$ cat config.mk
export PLATFORM = sky130hd
export DESIGN_NAME = emg_sample_framer
export DESIGN_NICKNAME = d
export VERILOG_FILES = /design/src/rtl/emg_sample_framer.sv
export SDC_FILE = /design/constraint.sdc
export NUM_CORES = 1
export LEC_CHECK = 0
export ABC_AREA = 0
export ABC_CLOCK_PERIOD_IN_PS = 3900
export BUFFER_PORTS_ARGS = -buffer_cell sky130_fd_sc_hd__buf_2
export CORE_ASPECT_RATIO = 0.5
export CORE_MARGIN = 4
export CORE_UTILIZATION = 41
export CTS_BUF_LIST = sky130_fd_sc_hd__clkbuf_8
export CTS_CLUSTER_SIZE = 25
export DETAILED_ROUTE_END_ITERATION = 7
export HOLD_SLACK_MARGIN = 0.08
export SYNTH_ARGS = -nofsm -noshare
export SYNTH_HDL_FRONTEND = slang
export SYNTH_SLANG_ARGS = --single-unit
$ cat constraint.sdc
create_clock -name CLK -period 3.9 [get_ports CLK]
set_input_delay 1.17 -clock CLK [delete_from_list [all_inputs] [get_ports CLK]]
set_output_delay 1.17 -clock CLK [all_outputs]
set_load 0.005 [all_outputs]
$ cat src/rtl/emg_sample_framer.sv
// Captures serial EMG SAR ADC conversions into channel-tagged, frame-marked words
// and buffers them in a first-word-fall-through FIFO drained over valid/ready.
module emg_sample_framer #(
  parameter int unsigned ADC_BITS   = 12,
  parameter int unsigned NUM_CH     = 16,
  parameter int unsigned FIFO_DEPTH = 8
) (
  input  logic                          CLK,
  input  logic                          RESET,
  input  logic                          ENABLE,
  input  logic                          ADC_CLK_EMG,
  input  logic                          START_EMG,
  input  logic [3:0]                    CH_SEL_EMG,
  input  logic                          DOUT_EMG,
  input  logic                          CLR_FLAGS,
  output logic [ADC_BITS+4:0]           DATA_OUT,
  output logic                          VALID,
  input  logic                          READY,
  output logic [$clog2(FIFO_DEPTH):0]   FIFO_COUNT,
  output logic                          OVERFLOW,
  output logic                          SYNC_ERR
);

  localparam int unsigned AW = $clog2(FIFO_DEPTH);
  localparam int unsigned CW = $clog2(ADC_BITS);
  localparam int unsigned WW = ADC_BITS + 5;
  localparam logic [CW-1:0] LastBit = CW'(ADC_BITS - 1);
  localparam logic [4:0]    NumCh   = 5'(NUM_CH);

  typedef enum logic [1:0] {StIdle, StConv, StPush} state_e;

  state_e                r_state;
  logic                  r_adc_clk_q;
  logic [3:0]            r_ch;
  logic [ADC_BITS-1:0]   r_shreg;
  logic [CW-1:0]         r_bit_cnt;
  logic [WW-1:0]         r_mem [FIFO_DEPTH];
  logic [AW:0]           r_wr_ptr;
  logic [AW:0]           r_rd_ptr;
  logic                  r_valid;
  logic [WW-1:0]         r_data_out;
  logic                  r_overflow;
  logic                  r_sync_err;

  logic                  w_edge;
  logic                  w_ch_ok;
  logic                  w_push_req;
  logic                  w_pop;
  logic                  w_full;
  logic                  w_push;
  logic                  w_drop;
  logic                  w_sync_set;
  logic [WW-1:0]         w_push_word;
  logic [WW-1:0]         w_head_d;
  logic [AW:0]           w_wr_ptr_d;
  logic [AW:0]           w_rd_ptr_d;
  logic [AW:0]           w_count_d;

  assign w_edge      = ADC_CLK_EMG & ~r_adc_clk_q;
  assign w_ch_ok     = {1'b0, CH_SEL_EMG} < NumCh;
  assign w_push_req  = (r_state == StPush) && ENABLE;
  assign w_pop       = r_valid && READY;
  assign w_full      = (r_wr_ptr ^ r_rd_ptr) == {1'b1, {AW{1'b0}}};
  // A pop in the same cycle frees the slot, so a full FIFO still accepts the push.
  assign w_push      = w_push_req && (!w_full || w_pop);
  assign w_drop      = w_push_req && w_full && !w_pop;
  assign w_push_word = {(r_ch == 4'd0), r_ch, r_shreg};
  assign w_sync_set  = ENABLE && w_edge && START_EMG &&
                       (((r_state == StIdle) && !w_ch_ok) || (r_state == StConv));

  assign w_wr_ptr_d  = r_wr_ptr + {{AW{1'b0}}, w_push};
  assign w_rd_ptr_d  = r_rd_ptr + {{AW{1'b0}}, w_pop};
  assign w_count_d   = w_wr_ptr_d - w_rd_ptr_d;

  // The incoming word becomes the head only when it lands in the slot the head will point at.
  always_comb begin
    w_head_d = r_mem[w_rd_ptr_d[AW-1:0]];
    if (w_push && (r_wr_ptr[AW-1:0] == w_rd_ptr_d[AW-1:0])) begin
      w_head_d = w_push_word;
    end
  end

  always_ff @(posedge CLK or posedge RESET) begin
    if (RESET) begin
      r_adc_clk_q <= 1'b0;
    end else begin
      r_adc_clk_q <= ADC_CLK_EMG;
    end
  end

  always_ff @(posedge CLK or posedge RESET) begin
    if (RESET) begin
      r_state   <= StIdle;
      r_ch      <= 4'd0;
      r_shreg   <= '0;
      r_bit_cnt <= '0;
    end else if (!ENABLE) begin
      r_state <= StIdle;
    end else begin
      unique case (r_state)
        StIdle: begin
          if (w_edge && START_EMG && w_ch_ok) begin
            r_state   <= StConv;
            r_ch      <= CH_SEL_EMG;
            r_shreg   <= '0;
            r_bit_cnt <= '0;
          end
        end
        StConv: begin
          if (w_edge) begin
            r_shreg   <= {r_shreg[ADC_BITS-2:0], DOUT_EMG};
            r_bit_cnt <= r_bit_cnt + 1'b1;
            if (r_bit_cnt == LastBit) begin
              r_state <= StPush;
            end
          end
        end
        StPush:  r_state <= StIdle;
        default: r_state <= StIdle;
      endcase
    end
  end

  always_ff @(posedge CLK) begin
    if (w_push) begin
      r_mem[r_wr_ptr[AW-1:0]] <= w_push_word;
    end
  end

  always_ff @(posedge CLK or posedge RESET) begin
    if (RESET) begin
      r_wr_ptr   <= '0;
      r_rd_ptr   <= '0;
      r_valid    <= 1'b0;
      r_data_out <= '0;
    end else begin
      r_wr_ptr   <= w_wr_ptr_d;
      r_rd_ptr   <= w_rd_ptr_d;
      r_valid    <= (w_count_d != '0);
      r_data_out <= w_head_d;
    end
  end

  // Set events take priority over a same-cycle clear.
  always_ff @(posedge CLK or posedge RESET) begin
    if (RESET) begin
      r_overflow <= 1'b0;
      r_sync_err <= 1'b0;
    end else begin
      r_overflow <= w_drop     || (r_overflow && !CLR_FLAGS);
      r_sync_err <= w_sync_set || (r_sync_err && !CLR_FLAGS);
    end
  end

  assign DATA_OUT   = r_data_out;
  assign VALID      = r_valid;
  assign FIFO_COUNT = r_wr_ptr - r_rd_ptr;
  assign OVERFLOW   = r_overflow;
  assign SYNC_ERR   = r_sync_err;

endmodule

==> impl.org <==
** Synth
- For this run, asynchronously set or reset flops after synthesis account for 0.273.
- Total of flip-flops plus latches after synthesis :: 187
- Measured against the total synthesized area, the mux share comes to 0.164.
- For this run, the register share of the synthesized area comes to 0.714.
- In this run, synthesis inferred 136 flip-flops with an integrated enable.
- Simple logic cell fraction of the synthesized area :: 0.0433
- Synthesized Nets :: 428
- By area the synthesized netlist is led by sky130_fd_sc_hd__edfxtp_1 (54%), sky130_fd_sc_hd__dfrtp_1 (17%), sky130_fd_sc_hd__mux4_2 (10%).
- After synthesis, the netlist uses 39 different library cells.
- The synthesized design spends more area on one cell type than any other, namely sky130_fd_sc_hd__edfxtp_1.
- After synthesis, the largest family of logic cells by area is multiplexers.
- Most frequently used flop master after synthesis :: sky130_fd_sc_hd__edfxtp_1
- After synthesis the cells add up to 0.00751 mm2.
- Yosys printed 0 warnings.
- Post-synthesis compound-gate area fraction :: 0.0165
- Of the total synthesized cell area, the portion taken by full adders, half adders and majority gates is 0.0210.
- Share of the synthesized netlist area taken by xor and xnor gates :: 0.0192
- Counting every instance in the synthesized netlist gives 404.
- The share of synthesized area in the top cell type comes to 0.544.
- Syn Area/Cell :: 18.6 um2

** Clock network
- Clock Tree Root :: sky130_fd_sc_hd__clkbuf_8
- Number of buffers inserted during clock tree synthesis :: 17
- Number of H-tree levels :: 4
- Counting every sink on the clock net gives 187.
- CTS clk-pin slew, worst paths :: 0.10 ns
- Clock tree from TritonCTS :: built
- Once the clock tree was built, the resizer swapped 0 gates to a different size.
- Setup Buffers After CTS :: 0
- The clock passes through at most 2 buffers.
- At the later pin of the worst-skew pair, clock insertion delay measures 0.46 ns.
- Count of hold buffers inserted by post-cts repair :: 0

** Finish
- Fill cell count :: 1,462
- Layout Cell Area excl Fill :: 0.00847 mm2
- The area growth from synthesis to layout is 12.8%.
- Ratio of cells with drive above 1 in the final layout :: 0.349
- Fin cells :: 704
- Final standard cell utilization of the core :: 0.480
- The number of antenna diodes in the final layout is 0.
- Layout Nets :: 481

** Global routing
- After global routing the overflow that remains totals 0.
- Number of antenna violations at the first check in global routing :: 0
- For this run, the total global-route usage over all layers was measured as 0.145.
- The first global-routing pass estimated 22.5 mm of wire.
- Number of global-route vias before repair :: 3,891
- Entering global routing, the biggest net connects 52 pins.

** Drt
- Iter 0 DRT Violations :: 302
- In the routed design, unresolved DRC markers number 0.
- Overall routed net length :: 14.0 mm
- Once detail routing completed, the nets flagged for antenna violations numbered 0.
- Dividing the detail-routed wire length by the instance count gives 19.8 um.
- Via total after detailed routing :: 3,539
- Vias per std cell :: 5.03
- The pre-antenna-repair detailed-routing pass consisted of 4 iterations.

** Status
- Result of the run :: complete, no violations

** Worst setup path
- Arr. time, crit path :: 1.95 ns
- Worst reg2reg path depth :: 11
- Endpoint type of the worst setup path :: primary output
- Critical path data required time :: 2.73 ns
- Sort of element at the start of the critical path :: register
- Worst Setup Path Type :: register to primary output
- Of all nets on the critical path, the largest fanout is 9.

** Pwr
- P_leak :: 0.00307 uW
- Of the total power, the share spent switching nets is 0.235.
- The internal power of the cells totals 3130 uW.
- Flop pwr share :: 0.555
- IR analysis of the VDD net gives a maximum drop of 223 uV.
- Part of the total power dissipated in combinational logic :: 0.112
- Share of total power in the clock network :: 0.334
- Ratio of total power to cell area :: 483 mW/mm2
- NetSw :: 962 uW

** Floorplanning
- The core region is 0.0177 mm2.
- The floorplan has 34 rows.
- The die covers 0.0207 mm2.
- The initial utilization of the core area, before any placement, comes to 0.425.
- The floorplan step set the die height to 104 um.
- The die is 199 um wide.
- I/O pin count :: 36

** STA
- For the finished layout, the period the worst path requires is 3.12 ns.
- Final period util :: 0.800
- RSZ-0062 raised after global routing :: no
- At the pin with the least slew margin, the transition time is 1.15 ns.
- After routing, the total negative slack on setup checks comes to 0 ns.
- Worst Clk Skew :: 0.0170 ns
- Setup violations remaining at the end of the flow were counted as 0.
- The final hold violation count is 0.
- The final max-slew violation count came to 0.
- Max-slew headroom at the worst pin :: 0.224
- Timing would allow up to 320 MHz.

** Flow run
- Across the run, the number of max-cap violations was 0.

** Place
- Final weighted congestion in routability-driven placement :: 0.756
- Placed cell count :: 672
- DP HPWL :: 8.09 mm
- Placed Area :: 0.00805 mm2
- The count of buffers added on input and output ports is 35.

** Worst hold path
- Hold Crit Depth :: 1
- Path class of the lowest-slack min-delay path :: register to register
-- registers in the layout, indices dropped and copies added, names as in the netlist --
name         cells
r_bit_cnt        4
r_ch             4
OVERFLOW         1
r_shreg         12
VALID            1
r_state          2
r_mem          136
DATA_OUT        17
r_adc_clk_q      1
r_wr_ptr         4
r_rd_ptr         4
SYNC_ERR         1
-- worst paths after layout --
kind	from	end	slack (ns)
min in group asynchronous	RESET	SYNC_ERR	0.91
worst max register to register	r_wr_ptr[2]	VALID	0.83
max in group asynchronous	RESET	r_shreg[5]	2.51
worst min-delay path	OVERFLOW	OVERFLOW	0.50
worst max-delay path	r_wr_ptr[1]	FIFO_COUNT[3]	0.78
worst min register to register	OVERFLOW	OVERFLOW	0.50
-- power by group through the flow --
stage / sequential (uW) / combinational (uW) / clock [uW]
after floorplan: 2300 / 335 / 0
after global placement: 2310 / 464 / 0
after detailed placement: 2310 / 468 / 0
after CTS: 2270 / 470 / 1400
after global routing: 2280 / 504 / 1480
final: 2270 / 456 / 1360
-- cells in the mapped netlist (3+ instances only) --
cell type and instances:
sky130_fd_sc_hd__buf_2 6, sky130_fd_sc_hd__clkbuf_1 7, sky130_fd_sc_hd__dfrtp_1 51, sky130_fd_sc_hd__edfxtp_1 136, sky130_fd_sc_hd__ha_1 11, sky130_fd_sc_hd__inv_1 15
sky130_fd_sc_hd__mux2_2 28, sky130_fd_sc_hd__mux2_4 10, sky130_fd_sc_hd__mux4_2 34, sky130_fd_sc_hd__nand2_1 35, sky130_fd_sc_hd__nand3_1 4, sky130_fd_sc_hd__nor2_1 10
sky130_fd_sc_hd__nor3_1 4, sky130_fd_sc_hd__o21ai_0 14, sky130_fd_sc_hd__xnor2_1 3, sky130_fd_sc_hd__xor2_1 9
-- layout by cell type (no fill, tap or decap), drive strengths merged, types with 11 or more instances in the layout --
cell type,Yosys,final
mux4,34,34
mux2,38,38
edfxtp,136,136
clkbuf,9,17
o21ai,14,14
ha,11,11
nand2,35,35
buf,8,51
dfrtp,51,51
inv,15,22
-- layer usage --
metal / wire (um) / part of all wire / track usage / vias to the layer above
li1: - / - / - / 1640
met1: 6900 / 0.49 / 0.217 / 1803
met2: 6280 / 0.45 / 0.213 / 81
met3: 614 / 0.044 / 0.0285 / 15
met4: 181 / 0.013 / 0.0489 / 0
met5: 0 / 0 / 0 / -
-- layout make-up --
type | count | area (um2) | area share
Sequential cell | 187 | 5360 | 0.633
Timing Repair Buffer | 51 | 345 | 0.0408
Multi-Input combinational cell | 185 | 1990 | 0.236
Clock inverter | 15 | 185 | 0.0219
Inverter | 15 | 56.3 | 0.00665
Clock buffer | 17 | 234 | 0.0276
Tap cell | 234 | 293 | 0.0346
-- critical path, stage by stage, from the launching register on --
cell and delay (ns):
sky130_fd_sc_hd__dfrtp_1 0.52, sky130_fd_sc_hd__ha_1 0.37, sky130_fd_sc_hd__a21o_1 0.16, sky130_fd_sc_hd__a21oi_1 0.16, sky130_fd_sc_hd__xor2_1 0.16, sky130_fd_sc_hd__buf_2 0.13
-- metrics by stage --
stage | setup slack (ns) | hold WS, ns | power (uW)
finish | 0.779 | 0.502 | 4090
global route | 0.626 | 0.543 | 4260
CTS | 0.729 | 0.507 | 4140
detailed placement | 0.324 | 0.472 | 2780
global placement | 0.402 | 0.493 | 2780
floorplan | 0.606 | 0.473 | 2630
-- logic make-up after synthesis --
group / Yosys count
mux: 72
fa+ha+maj: 12
flops: 187
buf+inv: 32
xor+xnor: 14
simple gates: 66
compound gates: 21
No activity file was read; power rests on OpenSTA's default activity.
